**src/rtl/mega_mul_unit.sv**
```systemverilog
// mega_mul_unit
// Sequential shift-add multiplier covering the MUL/MULS/MULSU and
// FMUL/FMULS/FMULSU family. Operands are reduced to magnitudes at capture,
// multiplied one bit per clock, then sign/fraction corrected in a final step.
//
// Ports
//   clk            clock, all state changes on the rising edge
//   rst_n          asynchronous active-low reset
//   start          request, sampled only while idle
//   flush          synchronous cancel of the operation in progress
//   mode[2:0]      000 MUL, 001 MULS, 010 MULSU, 011 FMUL, 100 FMULS,
//                  101 FMULSU, 110/111 treated as MUL
//   in_1[W-1:0]    multiplicand (signed operand for the SU variants)
//   in_2[W-1:0]    multiplier (unsigned operand for the SU variants)
//   busy           operation in progress
//   done           one-cycle pulse: out and flags newly valid
//   out[2W-1:0]    product
//   ALU_FLAG_C_OUT carry flag (MSB of the unshifted product)
//   ALU_FLAG_Z_OUT zero flag (out == 0)
module mega_mul_unit #(
  parameter int WIDTH = 8
) (
  input  logic               clk,
  input  logic               rst_n,
  input  logic               start,
  input  logic               flush,
  input  logic [2:0]         mode,
  input  logic [WIDTH-1:0]   in_1,
  input  logic [WIDTH-1:0]   in_2,
  output logic               busy,
  output logic               done,
  output logic [2*WIDTH-1:0] out,
  output logic               ALU_FLAG_C_OUT,
  output logic               ALU_FLAG_Z_OUT
);

  localparam int PW    = 2 * WIDTH;
  localparam int CNT_W = $clog2(WIDTH + 1);
  localparam logic [CNT_W-1:0] LAST_STEP = CNT_W'(WIDTH - 1);

  typedef enum logic [1:0] {IDLE, RUN, FIX} state_t;

  state_t state, state_nxt;

  // Magnitude of an operand. The most negative value maps onto 2^(W-1),
  // which still fits when the result is read back as unsigned.
  function automatic logic [WIDTH-1:0] magnitude(input logic signed [WIDTH-1:0] v,
                                                 input logic is_signed);
    logic signed [WIDTH-1:0] neg_v;
    neg_v = -v;
    return (is_signed && (v < 0)) ? neg_v : v;
  endfunction

  // Sign and fraction correction: {carry, corrected product}.
  // Carry is taken from the signed product before the fractional shift.
  function automatic logic [PW:0] fix_product(input logic [PW-1:0] mag_prod,
                                              input logic neg,
                                              input logic frac);
    logic signed [PW-1:0] p;
    logic        [PW-1:0] o;
    p = neg ? -$signed(mag_prod) : $signed(mag_prod);
    o = frac ? {p[PW-2:0], 1'b0} : p;
    return {p[PW-1], o};
  endfunction

  logic sgn_1, sgn_2, frac_sel;
  logic accept, finish, step;
  logic [PW:0] fixed;

  logic [PW-1:0]    mcand_p0;
  logic [WIDTH-1:0] mplier_p0;
  logic             neg_p0;
  logic             frac_p0;
  logic [CNT_W-1:0] cnt_p0;
  logic [PW-1:0]    acc_p1;

  always_comb begin
    sgn_1    = 1'b0;
    sgn_2    = 1'b0;
    frac_sel = 1'b0;
    case (mode)
      3'b001: begin sgn_1 = 1'b1; sgn_2 = 1'b1; end
      3'b010: begin sgn_1 = 1'b1; end
      3'b011: begin frac_sel = 1'b1; end
      3'b100: begin sgn_1 = 1'b1; sgn_2 = 1'b1; frac_sel = 1'b1; end
      3'b101: begin sgn_1 = 1'b1; frac_sel = 1'b1; end
      default: ;
    endcase
  end

  // flush in IDLE also blocks a simultaneous start
  assign accept = (state == IDLE) && start && !flush;
  assign step   = (state == RUN) && !flush;
  assign finish = (state == FIX) && !flush;
  assign busy   = (state != IDLE);
  assign fixed  = fix_product(acc_p1, neg_p0, frac_p0);

  always_comb begin
    state_nxt = state;
    case (state)
      IDLE:    if (accept) state_nxt = RUN;
      RUN:     if (flush) state_nxt = IDLE;
               else if (cnt_p0 == LAST_STEP) state_nxt = FIX;
      FIX:     state_nxt = IDLE;
      default: state_nxt = IDLE;
    endcase
  end

  always_ff @(posedge clk or negedge rst_n) begin
    if (!rst_n) state <= IDLE;
    else        state <= state_nxt;
  end

  // Capture stage: operand magnitudes, result sign and fraction flag
  always_ff @(posedge clk or negedge rst_n) begin
    if (!rst_n) begin
      mcand_p0  <= '0;
      mplier_p0 <= '0;
      neg_p0    <= 1'b0;
      frac_p0   <= 1'b0;
      cnt_p0    <= '0;
      acc_p1    <= '0;
    end else if (accept) begin
      mcand_p0  <= PW'(magnitude($signed(in_1), sgn_1));
      mplier_p0 <= magnitude($signed(in_2), sgn_2);
      neg_p0    <= (in_1[WIDTH-1] & sgn_1) ^ (in_2[WIDTH-1] & sgn_2);
      frac_p0   <= frac_sel;
      cnt_p0    <= '0;
      acc_p1    <= '0;
    end else if (step) begin
      // Shift-add stage: one multiplier bit per edge
      if (mplier_p0[0]) acc_p1 <= acc_p1 + mcand_p0;
      mcand_p0  <= mcand_p0 << 1;
      mplier_p0 <= mplier_p0 >> 1;
      cnt_p0    <= cnt_p0 + CNT_W'(1);
    end
  end

  // Correction stage: results only change on a completed operation
  always_ff @(posedge clk or negedge rst_n) begin
    if (!rst_n) begin
      done           <= 1'b0;
      out            <= '0;
      ALU_FLAG_C_OUT <= 1'b0;
      ALU_FLAG_Z_OUT <= 1'b0;
    end else begin
      done <= finish;
      if (finish) begin
        out            <= fixed[PW-1:0];
        ALU_FLAG_C_OUT <= fixed[PW];
        ALU_FLAG_Z_OUT <= (fixed[PW-1:0] == '0);
      end
    end
  end

endmodule

```
**config.mk**
```make
export PLATFORM = sky130hd
export DESIGN_NAME = mega_mul_unit
export DESIGN_NICKNAME = d
export VERILOG_FILES = /design/src/rtl/mega_mul_unit.sv
export SDC_FILE = /design/constraint.sdc
export NUM_CORES = 1
export LEC_CHECK = 0
export ABC_AREA = 1
export ABC_CLOCK_PERIOD_IN_PS = 2400
export BUFFER_PORTS_ARGS = -buffer_cell sky130_fd_sc_hd__clkbuf_2
export CAP_MARGIN = 25
export CELL_PAD_IN_SITES_DETAIL_PLACEMENT = 2
export CELL_PAD_IN_SITES_GLOBAL_PLACEMENT = 2
export CORE_MARGIN = 3
export CORE_UTILIZATION = 33
export DETAILED_ROUTE_END_ITERATION = 6
export GPL_ROUTABILITY_DRIVEN = 0
export HOLD_SLACK_MARGIN = 0.15
export PLACE_DENSITY = 0.87
export SYNTH_ARGS = -nofsm -noshare
export SYNTH_HDL_FRONTEND = slang
export SYNTH_SLANG_ARGS = --single-unit
```
**constraint.sdc**
```tcl
create_clock -name clk -period 2.4 [get_ports clk]
set_input_delay 0.6 -clock clk [delete_from_list [all_inputs] [get_ports clk]]
set_output_delay 0.6 -clock clk [all_outputs]
set_load 0.02 [all_outputs]
```
-- Word-level counts from Yosys, hierarchy flattened
Index checks and enable logic that the tools add are counted.
- $add $sub $neg: 5
- order comparisons: 2
- eq/ne operators: 10
- multiplexer cells: 20
- bitwise operators: 3
- reduce and logical (&&, ||, !) cells: 17
- operator list (kind ; number):
    two-way mux 16 bit ; 7
    two-way mux 8 bit ; 4
    adder 16 bit ; 1
    zero test 16 bit ; 1
    < comparator 8 x 1 -> 1 bit (second input constant) ; 2
    negator 16 bit ; 1
    negator 8 bit ; 2
    two-way mux 4 bit ; 2
    equality test 3 x 2 -> 1 bit (second input constant) ; 2
    equality test 3 bit (second input constant) ; 2
    logical AND 1 bit ; 6
    two-way mux 2 bit ; 3
    nonzero test 2 bit ; 3
    adder 4 x 1 -> 4 bit (second input constant) ; 1
    equality test 4 x 3 -> 1 bit (second input constant) ; 1
    one-hot mux 2 bit (2 select lines) ; 1
    AND reduction 2 bit ; 2
    OR reduction 4 bit ; 1
    equality test 3 x 1 -> 1 bit (second input constant) ; 1
    two-way mux 1 bit ; 3
    inequality test 3 x 2 -> 1 bit (second input constant) ; 1
    OR reduction 3 bit ; 1
    bitwise AND 1 bit ; 2
    equality test 2 x 1 -> 1 bit (second input constant) ; 1
    other kinds (6) ; 6
- flip-flop bits (word level): 67
- input port bits: 23
- output and inout bits: 20

-- Depth between registers and ports, before layout
Gate-level depths: netlist (run 1).
- depth after elaboration: 6
- mapped depth: 14
- mapped depth without buffers: 14

-- Worst setup path before layout (run 1)
No wires, ideal clock.
- path type: flip-flop to flip-flop
- from: register mcand_p0[0]
- to: register acc_p1[6]
- arrival time: 1687 ps
- slack: 593 ps
- cell stages (with the launch flop): 10
- clock period less this slack: 1807 ps
- path through: dfrtp_1 -> ha_1 -> fa_1 -> nand3_1 -> nand2_1 -> nand2_1 -> a21oi_1 -> or2_2 -> nand3_1 -> o21ai_1
- cells in the longest elaborated chain, start to end: 4
- RTL lines (element ; line ; source):
    start: declaration ; 70 ; logic [PW-1:0] mcand_p0;
    start signal: assignment ; 124 ; mcand_p0 <= PW'(magnitude($signed(in_1), sgn_1));
    start signal: assignment ; 133 ; mcand_p0 <= mcand_p0 << 1;
    adder 16 bit ; 132 ; if (mplier_p0[0]) acc_p1 <= acc_p1 + mcand_p0;
    two-way mux 16 bit ; 132 ;
    two-way mux 16 bit ; 130 ; end else if (step) begin
    two-way mux 16 bit ; 123 ; end else if (accept) begin
    end signal: assignment ; 132 ;
    end: declaration ; 75 ; logic [PW-1:0] acc_p1;
No other way between the ends. The select of a mux whose other input is x is not followed.
A chain may end at the register's enable or synchronous reset.

-- Worst setup path in the final report (run 1)
- from: register mcand_p0[0]
- to: register acc_p1[12]
The elaborated chain is that of the path after synthesis.

==> impl_metrics.json, run 1 <==
{
  "drt_iter0_markers": 115,
  "dp_cells": 823,
  "overflow": 0,
  "p_per_area_nw_per_um2": 1210,
  "die-area_um2": 14900,
  "use_met1_pct": 24.8,
  "grt_pass1_vias": 4897,
  "path_delay_family": "compound AO/OA/AOI/OAI gates",
  "synth_top_cell_by_area": "dfrtp_1",
  "hp-class": "primary input to async pin",
  "netlist_area_um2": 4460,
  "path_cells": "ha_1 > fa_1 > nand3_1 > nand2_1 > a21oi_1 > o21ai_0 > a21oi_1 > o21ai_0 > o21ai_1",
  "pwr-share-clk_pct": 20.9,
  "cts_made_buffers": 9,
  "crit_type": "register to register",
  "worstMarginPinSlew_ns": 0.786,
  "path_max_fanout": 3,
  "hpwl_um": 11600,
  "max_cap_violations": 0,
  "grt_pass1_wl_um": 24800,
  "ctsHoldBuffers": 0,
  "use_met3_pct": 3.50,
  "finClkSkew_ns": 0.0123,
  "timing.critical_path.buf_inv": 0,
  "cts_resized": 0,
  "switching_power_uw": 2940,
  "syn_inst": 619,
  "numPortBuffers": 42,
  "ys_seq_area_share_pct": 37.6,
  "setup_tns_ns": 0,
  "cts_tree": "done",
  "busiest_layer": "met2",
  "insertedDiodeCount": 0,
  "clkLatencyLatePin_ns": 0.35,
  "cts.sinks": 67,
  "nets": 705,
  "via_per_inst": 5.31,
  "cts_setup_buffers": 0,
  "num_rows": 41,
  "setup_viol": 0,
  "fin_crit_sh_pct": 92.8,
  "grt_max_degree": 49,
  "postSynthNetCount": 662,
  "r2r_start": "mcand_p0[0]",
  "hold_viol": 0,
  "ys_async_sr_fraction_pct": 100,
  "rsz0062_at_grt": "no",
  "instances_no_fill": 838,
  "synth_warnings": 0,
  "slew_violations": 0,
  "cts.reportedPaths.clkPinSlew_ns": 0.06,
  "cts_buffer_depth": 2,
  "clockRootBuffer": "clkbuf_16",
  "die_w_um": 122,
  "p_int_uw": 3260,
  "drt_wl_total_um": 14900,
  "ff2ff_path_depth": 9,
  "power.leakage_uw": 0.00269,
  "yosys_most_used_dff": "dfrtp_1",
  "first_pass_iters": 4,
  "required_ns": 2.68,
  "yosys-top-cells-area": "dfrtp_1, nand2_1, nand3_1, inv_1, ha_1",
  "crit_arrival_ns": 2.50,
  "pwr-share-comb_pct": 49.6,
  "reg2reg_to": "acc_p1[12]",
  "synth_seq_cells": 67,
  "r2r_setup_slack_ns": 0.17,
  "final.min_clock_period_ns": 2.23,
  "antenna_found_initial": 0,
  "seq_power_share_pct": 29.5,
  "worst_path_max_delay_cell": "dfrtp_1",
  "synth_top_area_share_pct": 37.6,
  "core_um2": 12900,
  "grtUsageTotal_pct": 21.2,
  "h-tree-depth": 3,
  "drc": 0,
  "drtAntennaViolNets": 0,
  "critical_path.startpoint_type": "register",
  "met2_usage_pct": 39.1,
  "endpoint_kind": "register",
  "synth_edf_count": 0,
  "drive_gt1_share_pct": 13.5,
  "syn_to_final_growth_pct": 14.9,
  "avgSynthCellArea_um2": 7.20,
  "fmax_mhz": 449,
  "pin_count": 43,
  "die_height_um": 122,
  "ys_types": 41,
  "vias": 4447,
  "swShare_pct": 47.4,
  "slew_headroom_pct": 47.6,
  "ir_drop_mv": 0.472,
  "status": "complete, no violations",
  "initial_utilization_pct": 34.5,
  "cpPeakStageDelay_ns": 0.45,
  "routedWlPerCell_um": 17.8
}
-- how the worst max path moves through the flow --
stage	start	end	slack [ns]	depth (start not counted)
2_1_floorplan	mcand_p0[0]	acc_p1[6]	0.59	9
3_3_place_gp	flush	mcand_p0[7]	0.33	7
3_5_place_dp	flush	mcand_p0[7]	0.24	7
4_1_cts	mcand_p0[0]	acc_p1[12]	0.22	9
5_1_grt	mcand_p0[0]	acc_p1[12]	0.09	9
6_report	mcand_p0[0]	acc_p1[12]	0.17	9
-- cells in the final DEF (no fill, tap or decap), drive strengths merged, types with 2 or more instances in the layout --
master | Yosys | layout
ha | 19 | 19
o21ai | 59 | 59
a21o | 4 | 4
xor2 | 9 | 9
nand3 | 65 | 65
nand2 | 175 | 175
o211ai | 2 | 2
o21bai | 3 | 3
nand4 | 4 | 4
clkinv | 0 | 2
dfrtp | 67 | 67
nor2 | 52 | 52
and2 | 2 | 2
buf | 12 | 9
nand3b | 2 | 2
nor3 | 8 | 8
a31oi | 3 | 3
xnor2 | 3 | 3
clkbuf | 6 | 53
o22ai | 14 | 14
inv | 72 | 72
a21oi | 31 | 31
-- state kept, by name (all words and copies together) (netlist names) --
| register | flops |
|---|---|
| out | 16 |
| mcand_p0 | 16 |
| mplier_p0 | 8 |
| frac_p0 | 1 |
| ALU_FLAG_Z_OUT | 1 |
| neg_p0 | 1 |
| state | 2 |
| done | 1 |
| ALU_FLAG_C_OUT | 1 |
| acc_p1 | 16 |
| cnt_p0 | 4 |
-- synthesized netlist by cell type (2+ instances only) --
cell type / n
a21o_1: 4
a21oi_1: 31
a31oi_1: 3
and2_1: 2
buf_2: 7
buf_4: 2
buf_6: 2
clkbuf_1: 6
dfrtp_1: 67
ha_1: 19
inv_1: 65
inv_2: 7
nand2_1: 168
nand2_2: 6
nand3_1: 58
nand3_2: 7
nand3b_1: 2
nand4_1: 4
nor2_1: 49
nor2_2: 2
nor3_1: 7
o211ai_1: 2
o21ai_0: 47
o21ai_1: 11
o21bai_1: 2
o22ai_1: 14
xnor2_1: 3
xor2_1: 9
-- cell type report --
type,instances,area (µm²)
fillers,1563,7810
multi-input cells,462,2400
flip-flops and latches,67,1680
repair buffers,50,283
inverters,72,270
clock buffers,12,236
well taps,172,215
clock inverters,3,40.0
-- routing by layer --
layer | up-vias | part of all wire (%)
met5 | - | 0
met4 | 0 | 2.1
met3 | 24 | 2.5
met2 | 66 | 52
met1 | 2230 | 43
li1 | 2127 | -
-- power groups by stage --
stage	combinational [µW]	clock, µW	sequential (µW)
floorplan	2050	0	1860
global placement	2780	0	1800
detailed placement	2990	0	1840
CTS	3110	1310	1830
global route	3480	1360	1880
finish	3070	1300	1830
-- cells by family after synthesis --
kind of cell	after synthesis	share of synthesized area (%)
AOI/OAI and AO/OA	120	15.1
and+or+nand+nor	310	30.6
adders and majority gates	20	5.78
buffers and inverters	90	8.53
xor gates and xnor gates	12	2.36
DFF	67	37.6
-- metrics by stage --
step	total power (µW)	hold WS, ns	utilization (%)	area, µm²	setup WS [ns]
3_5_place_dp	4830	0.480	37.5	4840	0.238
2_1_floorplan	3910	0.304	-	4460	0.593
5_1_grt	6720	0.244	39.6	5120	0.0947
4_1_cts	6240	0.221	39.6	5120	0.225
3_3_place_gp	4580	0.462	37.5	4840	0.334
6_report	6200	0.206	39.6	5120	0.173
Note: power is estimated with default switching activity, not from simulation.
==> run 2: changes to the inputs <==
--- a/config.mk
+++ b/config.mk
@@ -12,11 +12,11 @@
 export CELL_PAD_IN_SITES_DETAIL_PLACEMENT = 2
 export CELL_PAD_IN_SITES_GLOBAL_PLACEMENT = 2
 export CORE_MARGIN = 3
-export CORE_UTILIZATION = 33
+export CORE_UTILIZATION = 34
 export DETAILED_ROUTE_END_ITERATION = 6
 export GPL_ROUTABILITY_DRIVEN = 0
 export HOLD_SLACK_MARGIN = 0.15
-export PLACE_DENSITY = 0.87
+export PLACE_DENSITY = 0.89
 export SYNTH_ARGS = -nofsm -noshare
 export SYNTH_HDL_FRONTEND = slang
 export SYNTH_SLANG_ARGS = --single-unit
==> run 2 against run 1 <==
Against the previous run: first-iteration DRC count is 27% higher; critical endpoint unchanged; total power is 0.57% lower; wire length is 2.4% lower; register-to-register slack better by 0.05 ns; clock power hardly changed.
==> impl_metrics.json, run 2 (synthesis results as in run 1) <==
{
  "first_pass_iters": 4,
  "worstMarginPinSlew_ns": 0.669,
  "cts_setup_buffers": 0,
  "pin_count": 43,
  "hold_viol": 0,
  "numPortBuffers": 42,
  "cts_resized": 0,
  "max_cap_violations": 0,
  "grtUsageTotal_pct": 21.0,
  "p_total_uw": 6160,
  "die_height_um": 120,
  "path_max_fanout": 3,
  "cts.reportedPaths.clkPinSlew_ns": 0.06,
  "pwr-share-clk_pct": 21.6,
  "fin_crit_sh_pct": 90.9,
  "vias": 4355,
  "drtAntennaViolNets": 0,
  "endpoint_kind": "register",
  "instances_no_fill": 839,
  "routedWlPerCell_um": 17.4,
  "fmax_mhz": 458,
  "dp_cells": 823,
  "setup_tns_ns": 0,
  "insertedDiodeCount": 0,
  "setup_viol": 0,
  "clkLatencyLatePin_ns": 0.34,
  "cts.sinks": 67,
  "seq_power_share_pct": 29.3,
  "swShare_pct": 46.6,
  "reg.largest.list": "acc_p1 (16), mcand_p0 (16), out (16)",
  "cts_tree": "done",
  "die-area_um2": 14500,
  "ctsHoldBuffers": 0,
  "critical_path.startpoint_type": "register",
  "clockRootBuffer": "clkbuf_16",
  "ir_drop_mv": 0.460,
  "power.leakage_uw": 0.00270,
  "slew_violations": 0,
  "switching_power_uw": 2870,
  "hpwl_um": 11500,
  "core_um2": 12700,
  "die_w_um": 120,
  "grt_pass1_vias": 4861,
  "fillers": 1531,
  "drc": 0,
  "crit_type": "register to register",
  "crit_arrival_ns": 2.45,
  "drt_iter0_markers": 146,
  "nets": 705,
  "overflow": 0,
  "num_rows": 41,
  "status": "complete, no violations",
  "grt_max_degree": 31,
  "final_core_util_pct": 40.4,
  "syn_to_final_growth_pct": 15.3,
  "via_per_inst": 5.19,
  "final_cell_mix": "nand2_1, dfrtp_1, inv_1, nand3_1, nor2_1",
  "grt_pass1_wl_um": 24500,
  "cts_made_buffers": 9,
  "drive_gt1_share_pct": 13.9,
  "slew_headroom_pct": 55.4,
  "required_ns": 2.66,
  "initial_utilization_pct": 35.0,
  "rsz0062_at_grt": "no",
  "h-tree-depth": 3,
  "p_per_area_nw_per_um2": 1200,
  "final_common_cell": "nand2_1",
  "pwr-share-comb_pct": 49.1,
  "finClkSkew_ns": 0.00572,
  "hp-class": "primary input to async pin",
  "p_int_uw": 3290,
  "antenna_found_initial": 0,
  "final.min_clock_period_ns": 2.18,
  "cts_buffer_depth": 2,
  "drt_wl_total_um": 14600
}
## run 2: cell count changes in the layout (fill, tap and decap cells not counted)
cell,previous run,this run
clkbuf_1,3,1
clkbuf_8,0,1
clkinv_2,2,3
clkinvlp_4,0,1
## run 2: per-stage QoR
step                      hold slack, ns  area [µm²]  setup slack, ns
after floorplan                    0.304        4460            0.593
after global placement             0.463        4840            0.411
final                              0.292        5140            0.218
after CTS                          0.302        5140            0.247
after global routing               0.325        5140           0.0865
after detailed placement           0.468        4840            0.268
## run 2: final timing paths
| check | startpoint | end | slack, ns | depth (start not counted) |
|---|---|---|---|---|
| worst max-delay path | mcand_p0[0] | acc_p1[12] | 0.22 | 9 |
| worst min-delay path | rst_n | out[15] | 0.29 | 1 |
| worst max register to register | mcand_p0[0] | acc_p1[12] | 0.22 | 9 |
| worst min register to register | ALU_FLAG_C_OUT | ALU_FLAG_C_OUT | 0.48 | 2 |
| max in group asynchronous | rst_n | out[9] | 1.44 | 2 |
| min in group clk | ALU_FLAG_C_OUT | ALU_FLAG_C_OUT | 0.48 | 2 |
## run 2: cell type report
class | count | area [µm²] | share of cell area [%]
Multi-Input combinational cell | 462 | 2400 | 46.7
Sequential cell | 67 | 1680 | 32.6
Timing Repair Buffer | 50 | 283 | 5.50
Inverter | 72 | 270 | 5.26
Clock buffer | 11 | 243 | 4.72
Tap cell | 172 | 215 | 4.19
Clock inverter | 5 | 52.6 | 1.02
## run 2: worst max-delay path: stages, from the launching register on
cell     delay [ns]
dfrtp_1        0.41
ha_1           0.25
fa_1           0.43
nand3_1        0.11
nand2_1        0.09
a21oi_1        0.28
o21ai_0        0.17
a21oi_1        0.16
o21ai_0        0.12
o21ai_1        0.09
## run 2: power by group through the flow
stage | Combinational (µW) | Clock (µW) | Sequential [µW]
after CTS | 3070 | 1360 | 1810
after global placement | 2800 | 0 | 1780
final | 3020 | 1330 | 1810
after detailed placement | 3000 | 0 | 1830
after global routing | 3440 | 1410 | 1860
after floorplan | 2050 | 0 | 1860
## run 2: routing by layer
metal | GRT usage, % | part of all wire [%] | wire, µm
met2 | 38.6 | 52 | 7590
met5 | 0 | 0 | 0
met3 | 2.81 | 2.7 | 387
met1 | 25.3 | 43 | 6340
met4 | 6.59 | 1.8 | 261
